==> src/rtl/huffman_ctrl.sv <==
// rtl/huffman_ctrl.sv - symbol-frame counter and five-stage sort/merge engine sequencer.
// Optional build macro HUFF_CTRL_ERR_CNT_EN adds the err_cnt output.
module huffman_ctrl (
    input  logic       clk,
    input  logic       reset,
    input  logic       gray_valid,
    input  logic [7:0] gray_data,
    output logic       CNT_valid,
    output logic [7:0] CNT1,
    output logic [7:0] CNT2,
    output logic [7:0] CNT3,
    output logic [7:0] CNT4,
    output logic [7:0] CNT5,
    output logic [7:0] CNT6,
    output logic       eng_start,
    output logic [2:0] eng_stage,
    input  logic       eng_done,
    output logic       busy,
`ifdef HUFF_CTRL_ERR_CNT_EN
    output logic [7:0] err_cnt,
`endif
    output logic       code_valid
);

    typedef enum logic [2:0] {
        IDLE   = 3'd0,
        COUNT  = 3'd1,
        REPORT = 3'd2,
        ISSUE  = 3'd3,
        WAIT   = 3'd4,
        FINISH = 3'd5
    } state_t;

    localparam logic [2:0] FIRST_STAGE = 3'd5;

    state_t          state_q, state_d;
    logic [5:0][7:0] cnt_q, cnt_d;
    logic [2:0]      stage_q, stage_d;
    logic            cnt_valid_q, cnt_valid_d;
    logic            eng_start_q, eng_start_d;
    logic            busy_q, busy_d;
    logic            code_valid_q, code_valid_d;
`ifdef HUFF_CTRL_ERR_CNT_EN
    logic [7:0]      err_q, err_d;
`endif

    logic            sym_ok;
    logic [2:0]      sym_idx;

    function automatic logic [7:0] sat_inc(input logic [7:0] v);
        return (v == 8'hFF) ? v : v + 8'd1;
    endfunction

    assign sym_ok  = (gray_data >= 8'd1) && (gray_data <= 8'd6);
    assign sym_idx = gray_data[2:0] - 3'd1;

    always_comb begin
        state_d = state_q;
        cnt_d   = cnt_q;
        stage_d = stage_q;
`ifdef HUFF_CTRL_ERR_CNT_EN
        err_d   = err_q;
`endif
        case (state_q)
            IDLE: begin
                if (gray_valid) begin
                    // The first symbol of a frame is counted on the same edge that clears the totals.
                    cnt_d = '0;
                    if (sym_ok) begin
                        cnt_d[sym_idx] = 8'd1;
                    end
`ifdef HUFF_CTRL_ERR_CNT_EN
                    err_d = sym_ok ? 8'd0 : 8'd1;
`endif
                    state_d = COUNT;
                end
            end
            COUNT: begin
                if (gray_valid) begin
                    if (sym_ok) begin
                        cnt_d[sym_idx] = sat_inc(cnt_q[sym_idx]);
                    end
`ifdef HUFF_CTRL_ERR_CNT_EN
                    else begin
                        err_d = sat_inc(err_q);
                    end
`endif
                end else begin
                    state_d = REPORT;
                end
            end
            REPORT: state_d = ISSUE;
            ISSUE:  state_d = WAIT;
            WAIT: begin
                if (eng_done) begin
                    if (stage_q == 3'd1) begin
                        state_d = FINISH;
                    end else begin
                        stage_d = stage_q - 3'd1;
                        state_d = ISSUE;
                    end
                end
            end
            FINISH: begin
                stage_d = FIRST_STAGE;
                state_d = IDLE;
            end
            default: begin
                stage_d = FIRST_STAGE;
                state_d = IDLE;
            end
        endcase

        // Outputs are decoded from the next state so they register in step with it.
        cnt_valid_d  = (state_d == REPORT);
        eng_start_d  = (state_d == ISSUE);
        busy_d       = (state_d != IDLE);
        code_valid_d = (state_d == FINISH);
    end

    always_ff @(posedge clk or posedge reset) begin
        if (reset) begin
            state_q      <= IDLE;
            cnt_q        <= '0;
            stage_q      <= FIRST_STAGE;
            cnt_valid_q  <= 1'b0;
            eng_start_q  <= 1'b0;
            busy_q       <= 1'b0;
            code_valid_q <= 1'b0;
`ifdef HUFF_CTRL_ERR_CNT_EN
            err_q        <= 8'd0;
`endif
        end else begin
            state_q      <= state_d;
            cnt_q        <= cnt_d;
            stage_q      <= stage_d;
            cnt_valid_q  <= cnt_valid_d;
            eng_start_q  <= eng_start_d;
            busy_q       <= busy_d;
            code_valid_q <= code_valid_d;
`ifdef HUFF_CTRL_ERR_CNT_EN
            err_q        <= err_d;
`endif
        end
    end

    assign CNT1       = cnt_q[0];
    assign CNT2       = cnt_q[1];
    assign CNT3       = cnt_q[2];
    assign CNT4       = cnt_q[3];
    assign CNT5       = cnt_q[4];
    assign CNT6       = cnt_q[5];
    assign CNT_valid  = cnt_valid_q;
    assign eng_start  = eng_start_q;
    assign eng_stage  = stage_q;
    assign busy       = busy_q;
    assign code_valid = code_valid_q;
`ifdef HUFF_CTRL_ERR_CNT_EN
    assign err_cnt    = err_q;
`endif

endmodule

==> config.mk <==
export PLATFORM = sky130hd
export DESIGN_NAME = huffman_ctrl
export DESIGN_NICKNAME = d
export VERILOG_FILES = /design/src/rtl/huffman_ctrl.sv
export SDC_FILE = /design/constraint.sdc
export NUM_CORES = 1
export LEC_CHECK = 0
export BUFFER_PORTS_ARGS = -buffer_cell sky130_fd_sc_hd__buf_4
export CORE_MARGIN = 3
export CORE_UTILIZATION = 58
export CTS_CLUSTER_SIZE = 8
export DETAILED_ROUTE_END_ITERATION = 16
export PLACE_DENSITY = 0.89
export SYNTH_ARGS = -nofsm -noshare
export SYNTH_HDL_FRONTEND = slang
export SYNTH_SLANG_ARGS = --single-unit
==> constraint.sdc <==
create_clock -name clk -period 3.45 [get_ports clk]
set_input_delay 0.69 -clock clk [delete_from_list [all_inputs] [get_ports clk]]
set_output_delay 0.69 -clock clk [all_outputs]
set_load 0.01 [all_outputs]
==> run_results.csv, run 1 <==
group,metric,value,unit
run_status,status,"completed",
sta,post-route-period-util,90.7,%
sta,finalSetupViolations,0,
place,place_area,3670,um^2
setup_path,critPathKind,"in2reg",
drt,wl,8.37,mm
logic_synthesis,synth_seq_cells,58,
sta,rsz0062_at_grt,"no",
setup_path,cpPeakStageDelay,0.59,ns
clock_network,clockBufferDepth,2,
floorplan,die_x,78.1,um
setup_path,path_cells,"buf_4 -> inv_1 -> ha_4 -> xnor2_4 -> mux4_1 -> a21oi_1 -> inv_1 -> ha_1 -> o31ai_2 -> nor2b_1 -> a211o_1 -> nand4_1 -> o31ai_1",
power,vdd_drop_max,0.000375,V
clock_network,cts_resized,0,
grt,antenna_found_initial,0,
cells_and_area,layout-drive-gt1-share,30.6,%
drt,final_antenna_net_count,0,
sta,hold_violations,0,
sta,finalMaxSlewViolations,0,
setup_path,critPathRequiredTime,3.66,ns
sta,whs,0.380,ns
logic_synthesis,synthArstFlopShare,100,%
power,fin_total_pwr,1.77,mW
cells_and_area,area_growth,27.5,%
drt,drc_errors,0,
logic_synthesis,yosysSeqAreaShare,48.3,%
clock_network,cts_setup_buffers,0,
setup_path,cp-end-kind,"register",
sta,worst_slew_margin_rel,57.4,%
clock_network,htree_levels,3,
clock_network,postCtsHoldBufs,0,
logic_synthesis,synth_top_area_cell,"dfrtp_1",
clock_network,cts_buffers,9,
grt,overflow,0,
setup_path,start_kind,"input pin",
drt,first_pass_iters,5,
logic_synthesis,synthFlopType,"dfrtp_1",
grt,grt_pass1_vias,2663,
hold_path,hold_class,"in2async",
floorplan,rows,25,
sta,tightest_slew,0.639,ns
logic_synthesis,synth_area,3010,um^2
drt,via_per_inst,6.21,
power,leakage,1.81,nW
logic_synthesis,ys_top_cells_by_area,"dfrtp_1 47%, nand2_1 7.5%, o21ai_1 3.8%",
sta,skew,0.00846,ns
logic_synthesis,synth-edff-count,0,
sta,finalCriticalPeriod,3.13,ns
logic_synthesis,ys_top_cells_by_count,"60 x nand2_1, 56 x dfrtp_1, 23 x o21ai_1, 19 x o21ai_0, 12 x a22o_1",
floorplan,die_h,78.1,um
setup_path,worst-path-stages,13,
logic_synthesis,syn_area_per_cell,10.0,um^2
grt,grt_max_degree,27,
clock_network,ctsRootBufferMaster,"clkbuf_8",
logic_synthesis,synth_cells,300,
drt,drtIter0Drc,277,
clock_network,cts_tree,"yes",
job,cap_violations,0,
place,io_buffers,66,
place,gp_congestion,0.978,
grt,grtUsageTotal,29.1,%
cells_and_area,nets,399,
floorplan,boundaryPins,67,
clock_network,clk_pin_slew_worst_paths,0.07,ns
setup_path,crit_buf_inv,3,
logic_synthesis,syn-num-nets,318,
floorplan,fp.dieArea,6100,um^2
logic_synthesis,yosys_warnings,0,
grt,grt_pass1_wl,13.6,mm
floorplan,initial_utilization,61.7,%
sta,fin_ws,0.322,ns
place,pre_cts_ws,-0.0162,ns
sta,tns,0,ns
place,hpwlAfterDp,6.12,mm
setup_path,critPathMaxFanout,7,
clock_network,clkSinkCount,58,
drt,num_vias,2805,
drt,wl_per_cell,18.5,um
floorplan,core_area,4880,um^2
cells_and_area,design_area,3840,um^2
power,p_per_area,459,nW/um^2
logic_synthesis,ys_types,47,
sta,clock.fmax,320,MHz
logic_synthesis,synth_most_common_cell,"nand2_1",
setup_path,r2r_cells,9,
setup_path,cp_common_cell,"inv_1",
logic_synthesis,synth_top_area_share,46.5,%
setup_path,critPathArrivalTime,3.34,ns
setup_path,crit_path_top_delay_cell,"mux4_1",
clock_network,clk_latency,0.34,ns
cells_and_area,n_antenna_cell,0,
setup_path,cp_top_family,"compound AO/OA/AOI/OAI gates",
[sequential cells by signal, indices dropped and copies added, names as in the netlist]
register,cells
code_valid,1
CNT3,8
eng_stage,3
CNT5,8
eng_start,1
CNT4,8
CNT_valid,1
CNT6,8
CNT1,8
CNT2,8
busy,1
state_q,3
[path summary, 6_finish.rpt]
check                                    startpoint                        to  slack, ns
min                                           reset       CNT6[3]$_DFFE_PP0P_       0.38
max reg2reg                     CNT1[1]$_DFFE_PP0P_       CNT6[0]$_DFFE_PP0P_       0.90
min reg2reg                eng_stage[0]$_DFFE_PP1P_  eng_stage[0]$_DFFE_PP1P_       0.52
min in group clk           eng_stage[0]$_DFFE_PP1P_  eng_stage[0]$_DFFE_PP1P_       0.52
max                                    gray_data[1]       CNT6[0]$_DFFE_PP0P_       0.32
max in group asynchronous                     reset       CNT3[1]$_DFFE_PP0P_       2.43
[stage by stage]
stage | std cells | utilization [%]
5_1_grt | 452 | 78.7
3_3_place_gp | 437 | 75.3
3_5_place_dp | 437 | 75.3
2_1_floorplan | 300 | -
6_report | 452 | 78.7
4_1_cts | 452 | 78.7
[final cells by class]
class / count / area, um^2
tap: 67 / 83.8
clock inverter: 3 / 15.0
inverter: 12 / 45.0
fill: 340 / 1040
clock buffer: 12 / 155
timing repair buffer: 78 / 586
multi-input combinational: 222 / 1500
sequential: 58 / 1450
[cell families after synthesis]
family / synth area share (%)
fa+ha+maj: 2.49
flops: 48.3
xor+xnor: 1.45
simple gates: 17.2
compound gates: 17.7
mux: 10.3
buf+inv: 2.57
[power breakdown]
| group | internal, mW | leakage [nW] | switching, mW | total (mW) |
|---|---|---|---|---|
| registers | 0.736 | 0.795 | 0.0563 | 0.792 |
| clock network | 0.292 | 0.0920 | 0.270 | 0.562 |
| logic | 0.146 | 0.921 | 0.266 | 0.412 |
[cell usage in the layout (no fill, tap or decap), types with 2 or more instances in the layout]
| cell | count |
|---|---|
| nor2_1 | 11 |
| a22o_1 | 12 |
| ha_1 | 5 |
| inv_1 | 10 |
| o21ai_0 | 19 |
| dfrtp_1 | 56 |
| and2_1 | 4 |
| mux2_2 | 5 |
| inv_2 | 2 |
| mux2i_1 | 9 |
| nand3b_1 | 2 |
| buf_4 | 78 |
| o21ai_1 | 23 |
| dfstp_2 | 2 |
| mux4_1 | 2 |
| nand4_1 | 3 |
| or3_1 | 4 |
| nor3_1 | 9 |
| a21oi_1 | 6 |
| clkinv_2 | 3 |
| nand3_1 | 7 |
| a211o_1 | 3 |
| mux4_2 | 4 |
| nand2_1 | 60 |
| nor2b_1 | 3 |
| o31ai_1 | 6 |
| clkbuf_8 | 11 |
| a22oi_2 | 4 |
[worst reg2reg max path, stage by stage, from the launching register on]
cell and delay [ns]:
dfrtp_1 0.41, mux4_1 0.52, a21oi_1 0.20, inv_1 0.08, ha_1 0.23, o31ai_2 0.15, nor2b_1 0.18, a211o_1 0.33
nand4_1 0.23, o31ai_1 0.11
[metal layers]
metal,part of all wire (%),up-vias,global-route usage (%),wire length (um)
met4,1.9,0,11.5,160
met1,43,1389,39.9,3610
met5,0,-,0,0
met2,47,148,45.2,3910
met3,8.2,15,6.77,690
li1,-,1253,-,-
Power figures use the tool's default switching activity.
==> run 2, diff against run 1 <==
--- a/config.mk
+++ b/config.mk
@@ -6,8 +6,10 @@
 export NUM_CORES = 1
 export LEC_CHECK = 0
 export BUFFER_PORTS_ARGS = -buffer_cell sky130_fd_sc_hd__buf_4
+export CELL_PAD_IN_SITES_DETAIL_PLACEMENT = 1
+export CELL_PAD_IN_SITES_GLOBAL_PLACEMENT = 2
 export CORE_MARGIN = 3
-export CORE_UTILIZATION = 58
+export CORE_UTILIZATION = 36
 export CTS_CLUSTER_SIZE = 8
 export DETAILED_ROUTE_END_ITERATION = 16
 export PLACE_DENSITY = 0.89
==> run 2 against run 1 <==
Effect of this change:
- global-route usage shrank 8.1 points
- sequential power about the same
- largest power group unchanged
- die area increased by 56%
- count of clock-buffer cells in the layout is 3 lower
- critical endpoint is now CNT2[0]$_DFFE_PP0P_
- combinational power grew 2%
==> run_results.csv, run 2 (synthesis results as in run 1) <==
group,metric,value,unit
setup_path,cp_common_cell,"inv_1",
sta,finalCriticalPeriod,3.22,ns
setup_path,critPathKind,"in2reg",
grt,use_met2,33.3,%
clock_network,clkSinkCount,58,
place,hpwlAfterDp,7.24,mm
setup_path,cp-end-kind,"register",
clock_network,cts_resized,0,
clock_network,htree_levels,3,
floorplan,boundaryPins,67,
floorplan,die_x,97.5,um
drt,drtIter0Drc,116,
power,vdd_drop_max,0.000357,V
sta,finalSetupViolations,0,
power,p_int,1.29,mW
power,pwr-share-seq,41.6,%
floorplan,fp.dieArea,9500,um^2
setup_path,cp_top_family,"compound AO/OA/AOI/OAI gates",
cells_and_area,fill_cells,914,
power,p_sw_share,32.6,%
clock_network,clk_pin_slew_worst_paths,0.07,ns
setup_path,path_cells,"buf_4 -> inv_1 -> ha_4 -> xnor2_4 -> mux4_1 -> a21oi_1 -> inv_1 -> ha_1 -> o31ai_2 -> nor2b_1 -> a211o_1 -> nand4_1 -> o31ai_1",
sta,tns,0,ns
place,gp_congestion,0.823,
grt,busiest_layer,"met2",
hold_path,hold_class,"in2async",
grt,grt_pass1_wl,15.7,mm
grt,grtUsageMet1,27.9,%
cells_and_area,n_antenna_cell,0,
drt,via_per_inst,5.55,
clock_network,cts_buffers,9,
setup_path,critPathArrivalTime,3.43,ns
clock_network,ctsRootBufferMaster,"clkbuf_8",
sta,finalMaxSlewViolations,0,
setup_path,crit_path_top_delay_cell,"mux4_1",
place,io_buffers,66,
grt,overflow,0,
drt,num_vias,2706,
drt,wl,9.76,mm
floorplan,die_h,97.5,um
grt,grtUsageTotal,21.0,%
sta,clock.fmax,310,MHz
clock_network,cts_tree,"yes",
sta,worst_slew_margin_rel,54.5,%
setup_path,critPathMaxFanout,7,
setup_path,critPathRequiredTime,3.66,ns
place,dp_cells,472,
job,cap_violations,0,
drt,first_pass_iters,4,
grt,grt_max_degree,31,
cells_and_area,most-common-layout-cells,"78 x buf_4, 60 x nand2_1, 56 x dfrtp_1",
clock_network,clk_latency,0.34,ns
sta,tightest_slew,0.682,ns
grt,grt_pass1_vias,2871,
grt,antenna_found_initial,0,
clock_network,clockBufferDepth,2,
grt,met3_usage,5.89,%
setup_path,cpPeakStageDelay,0.61,ns
cells_and_area,final_common_cell,"buf_4",
floorplan,rows,32,
setup_path,crit_buf_inv,3,
power,p_per_area,485,nW/um^2
power,comb_power_share,22.0,%
floorplan,initial_utilization,38.0,%
power,p_switching,0.623,mW
drt,final_antenna_net_count,0,
sta,hold_violations,0,
cells_and_area,nets,399,
cells_and_area,finalNonFillerCells,488,
sta,skew,0.0107,ns
cells_and_area,area_growth,30.6,%
sta,rsz0062_at_grt,"no",
drt,wl_per_cell,20.0,um
cells_and_area,layout-drive-gt1-share,31.1,%
setup_path,start_kind,"input pin",
power,p_clk_share,36.4,%
run_status,status,"completed",
clock_network,postCtsHoldBufs,0,
clock_network,cts_setup_buffers,0,
power,leakage,1.82,nW
sta,post-route-period-util,93.4,%
drt,drc_errors,0,
floorplan,core_area,7930,um^2
## run 2: cell count changes in the layout (fill, tap and decap cells not counted), sizes merged
cell	delta
clkinvlp	+2
clkbuf	-3
bufinv	+2
## run 2: layout make-up
cell class	count	area (um^2)	area share, %
clock inverters	7	93.8	2.39
clock buffers	9	124	3.15
well taps	102	128	3.24
repair buffers	78	586	14.9
flip-flops and latches	58	1450	37.0
inverters	12	45.0	1.15
multi-input cells	222	1500	38.2
## run 2: layer usage
metal	share of wire [%]	routed length (um)
met1	45	4370
met2	48	4660
met3	5.9	576
met4	1.5	149
met5	0	0
## run 2: worst reg2reg max path, delay by kind of cell (launching register included)
family | cells | cell delay [ns]
AND/OR/NAND/NOR | 2 | 0.43
buffers and inverters | 1 | 0.08
flip-flops | 1 | 0.41
AO/OA/AOI/OAI | 4 | 0.82
adder cells (fa/ha/maj) | 1 | 0.23
multiplexers | 1 | 0.53
## run 2: through the flow
stage / power [mW] / cell area, um^2 / hold slack [ns] / setup WS, ns / utilization (%)
2_1_floorplan: 1.05 / 3040 / 0.502 / 0.00563 / -
3_3_place_gp: 1.21 / 3720 / 0.491 / 0.0552 / 46.9
3_5_place_dp: 1.23 / 3720 / 0.494 / -0.110 / 46.9
4_1_cts: 1.92 / 3930 / 0.454 / 0.244 / 49.6
5_1_grt: 2.01 / 3930 / 0.482 / 0.0751 / 49.6
6_report: 1.91 / 3930 / 0.431 / 0.228 / 49.6
## run 2: worst paths after layout
check | from | to | slack [ns] | cells past startpoint
setup / recovery | gray_data[1] | CNT2[0]$_DFFE_PP0P_ | 0.23 | 13
hold / removal | reset | CNT5[2]$_DFFE_PP0P_ | 0.43 | 2
setup reg to reg | CNT5[1]$_DFFE_PP0P_ | CNT2[0]$_DFFE_PP0P_ | 0.83 | 9
hold reg to reg | CNT3[4]$_DFFE_PP0P_ | CNT3[4]$_DFFE_PP0P_ | 0.51 | 2
max in group asynchronous | reset | CNT4[4]$_DFFE_PP0P_ | 2.18 | 3
min in group clk | CNT3[4]$_DFFE_PP0P_ | CNT3[4]$_DFFE_PP0P_ | 0.51 | 2
## run 2: power by group through the flow
stage,Clock (mW),Combinational [mW],Sequential (mW)
after floorplan,0,0.252,0.797
after global placement,0,0.409,0.802
after detailed placement,0,0.424,0.805
after CTS,0.704,0.426,0.793
after global routing,0.743,0.467,0.803
final,0.694,0.421,0.794
==> run 3, diff against run 2 <==
--- a/config.mk
+++ b/config.mk
@@ -9,10 +9,10 @@
 export CELL_PAD_IN_SITES_DETAIL_PLACEMENT = 1
 export CELL_PAD_IN_SITES_GLOBAL_PLACEMENT = 2
 export CORE_MARGIN = 3
-export CORE_UTILIZATION = 36
+export CORE_UTILIZATION = 33
 export CTS_CLUSTER_SIZE = 8
 export DETAILED_ROUTE_END_ITERATION = 16
-export PLACE_DENSITY = 0.89
+export PLACE_DENSITY = 0.82
 export SYNTH_ARGS = -nofsm -noshare
 export SYNTH_HDL_FRONTEND = slang
 export SYNTH_SLANG_ARGS = --single-unit
==> constraint.sdc (replaced) <==
create_clock -name clk -period 3.6 [get_ports clk]
set_input_delay 0.72 -clock clk [delete_from_list [all_inputs] [get_ports clk]]
set_output_delay 0.72 -clock clk [all_outputs]
set_load 0.01 [all_outputs]
==> run 3 against run 2 <==
Effect of this change:
- non-clock buffer count up 1
- critical path depth unchanged
- final area down 0.32%
- die area up 8.5%
- via count down 1.3%
- flip-flop and latch count unchanged
- global-route usage down 1.2 points
- critical endpoint is now CNT5[6]$_DFFE_PP0P_
==> run_results.csv, run 3 (synthesis results as in run 1) <==
group,metric,value,unit
floorplan,boundaryPins,67,
setup_path,critPathKind,"in2reg",
setup_path,critPathMaxFanout,6,
setup_path,critPathArrivalTime,3.57,ns
setup_path,path_cells,"buf_4 -> inv_1 -> ha_2 -> xnor2_4 -> mux4_1 -> a21oi_1 -> inv_1 -> ha_1 -> o31ai_1 -> buf_4 -> nor3_1 -> mux2i_1 -> a22o_1",
drt,via_per_inst,5.40,
setup_path,cp_top_family,"multiplexers",
place,hpwlAfterDp,7.29,mm
setup_path,start_kind,"input pin",
sta,finalSetupViolations,0,
sta,clock.fmax,303,MHz
cells_and_area,n_antenna_cell,0,
drt,final_antenna_net_count,0,
sta,finalMaxSlewViolations,0,
cells_and_area,nets,400,
power,p_per_area,459,nW/um^2
hold_path,hold_class,"reg2reg",
sta,whs,0.514,ns
clock_network,clk_pin_slew_worst_paths,0.07,ns
floorplan,fp.dieArea,10300,um^2
drt,num_vias,2671,
power,vdd_drop_max,0.000249,V
sta,finalCriticalPeriod,3.30,ns
sta,skew,0.0123,ns
cells_and_area,finalNonFillerCells,495,
place,gp_congestion,0.850,
sta,worst_slew_margin_rel,37.3,%
floorplan,core_area,8810,um^2
drt,drtIter0Drc,93,
sta,tightest_slew,0.939,ns
sta,post-route-period-util,91.8,%
floorplan,die_h,102,um
grt,antenna_found_initial,0,
grt,overflow,0,
grt,grtUsageTotal,19.8,%
setup_path,cp-end-kind,"register",
setup_path,timing.reg2reg.setup_slack,0.99,ns
cells_and_area,area_growth,30.1,%
drt,wl,9.75,mm
setup_path,crit_buf_inv,4,
cells_and_area,most-common-layout-cells,"79 x buf_4, 60 x nand2_1, 56 x dfrtp_1",
grt,grt_pass1_wl,15.6,mm
grt,grt_max_degree,44,
clock_network,cts_buffers,9,
drt,wl_per_cell,19.7,um
clock_network,cts_tree,"yes",
cells_and_area,final_common_cell,"buf_4",
sta,rsz0062_at_grt,"no",
place,dp_cells,479,
clock_network,clk_latency,0.34,ns
setup_path,crit_path_top_delay_cell,"mux4_1",
drt,first_pass_iters,4,
floorplan,die_x,102,um
cells_and_area,layout-drive-gt1-share,30.7,%
setup_path,cpPeakStageDelay,0.59,ns
clock_network,htree_levels,3,
floorplan,initial_utilization,34.2,%
run_status,status,"completed",
place,io_buffers,66,
setup_path,critPathRequiredTime,3.87,ns
job,cap_violations,0,
clock_network,ctsRootBufferMaster,"clkbuf_8",
floorplan,rows,34,
drt,drc_errors,0,
clock_network,cts_resized,0,
clock_network,postCtsHoldBufs,0,
grt,grt_pass1_vias,2749,
sta,hold_violations,0,
power,leakage,1.83,nW
clock_network,cts_setup_buffers,0,
clock_network,clockBufferDepth,2,
clock_network,clkSinkCount,58,
[run 3: cell count changes in the layout (fill, tap and decap cells not counted)]
cell | before | now
clkbuf_8 | 9 | 11
ha_4 | 1 | 0
o31ai_2 | 1 | 0
clkinv_2 | 2 | 1
clkinv_4 | 1 | 0
buf_4 | 78 | 79
ha_2 | 0 | 1
bufinv_16 | 2 | 1
clkbuf_1 | 0 | 1
o31ai_1 | 6 | 7
[run 3: worst paths after layout]
check | from | end | depth (start not counted)
setup / recovery | gray_data[1] | CNT5[6]$_DFFE_PP0P_ | 13
hold / removal | CNT3[4]$_DFFE_PP0P_ | CNT3[4]$_DFFE_PP0P_ | 2
hold reg to reg | CNT3[4]$_DFFE_PP0P_ | CNT3[4]$_DFFE_PP0P_ | 2
max in group asynchronous | reset | CNT1[7]$_DFFE_PP0P_ | 3
min in group asynchronous | reset | eng_start$_DFF_PP0_ | 2
setup reg to reg | CNT1[1]$_DFFE_PP0P_ | CNT5[6]$_DFFE_PP0P_ | 9
[run 3: final cells by class]
| cell class | instances | area, um^2 |
|---|---|---|
| well taps | 108 | 135 |
| repair buffers | 79 | 593 |
| inverters | 12 | 45.0 |
| clock inverters | 4 | 50.0 |
| multi-input cells | 222 | 1490 |
| fillers | 1012 | 4880 |
| flip-flops and latches | 58 | 1450 |
| clock buffers | 12 | 155 |
[run 3: where the power goes]
part	internal [mW]	switching, mW	total, mW
Combinational	0.137	0.263	0.401
Sequential	0.705	0.0540	0.759
Clock	0.357	0.283	0.640
[run 3: metal layers]
| layer | routed length (um) | vias to the layer above | track usage, % |
|---|---|---|---|
| met4 | 114 | 0 | 5.32 |
| met2 | 4420 | 81 | 29.5 |
| met1 | 4690 | 1326 | 29.2 |
| met5 | 0 | - | 0 |
| met3 | 521 | 7 | 4.06 |
| li1 | - | 1257 | - |
[run 3: worst reg2reg max path: stages, from the launching register on]
cell and delay (ns):
dfrtp_1 0.41, mux4_1 0.53, a21oi_1 0.21, inv_1 0.10
ha_1 0.22, o31ai_1 0.09, buf_4 0.20, nor3_1 0.05
mux2i_1 0.51, a22o_1 0.22
[run 3: per-stage QoR]
| step | util [%] | setup slack, ns | setup TNS, ns | power, mW | area [um^2] |
|---|---|---|---|---|---|
| global placement | 42.2 | 0.159 | 0 | 1.16 | 3720 |
| CTS | 44.5 | 0.296 | 0 | 1.81 | 3920 |
| finish | 44.5 | 0.295 | 0 | 1.80 | 3920 |
| global route | 44.5 | 0.141 | 0 | 1.90 | 3920 |
| detailed placement | 42.2 | -0.0497 | -0.239 | 1.17 | 3720 |
| floorplan | - | 0.0173 | 0 | 1.00 | 3020 |
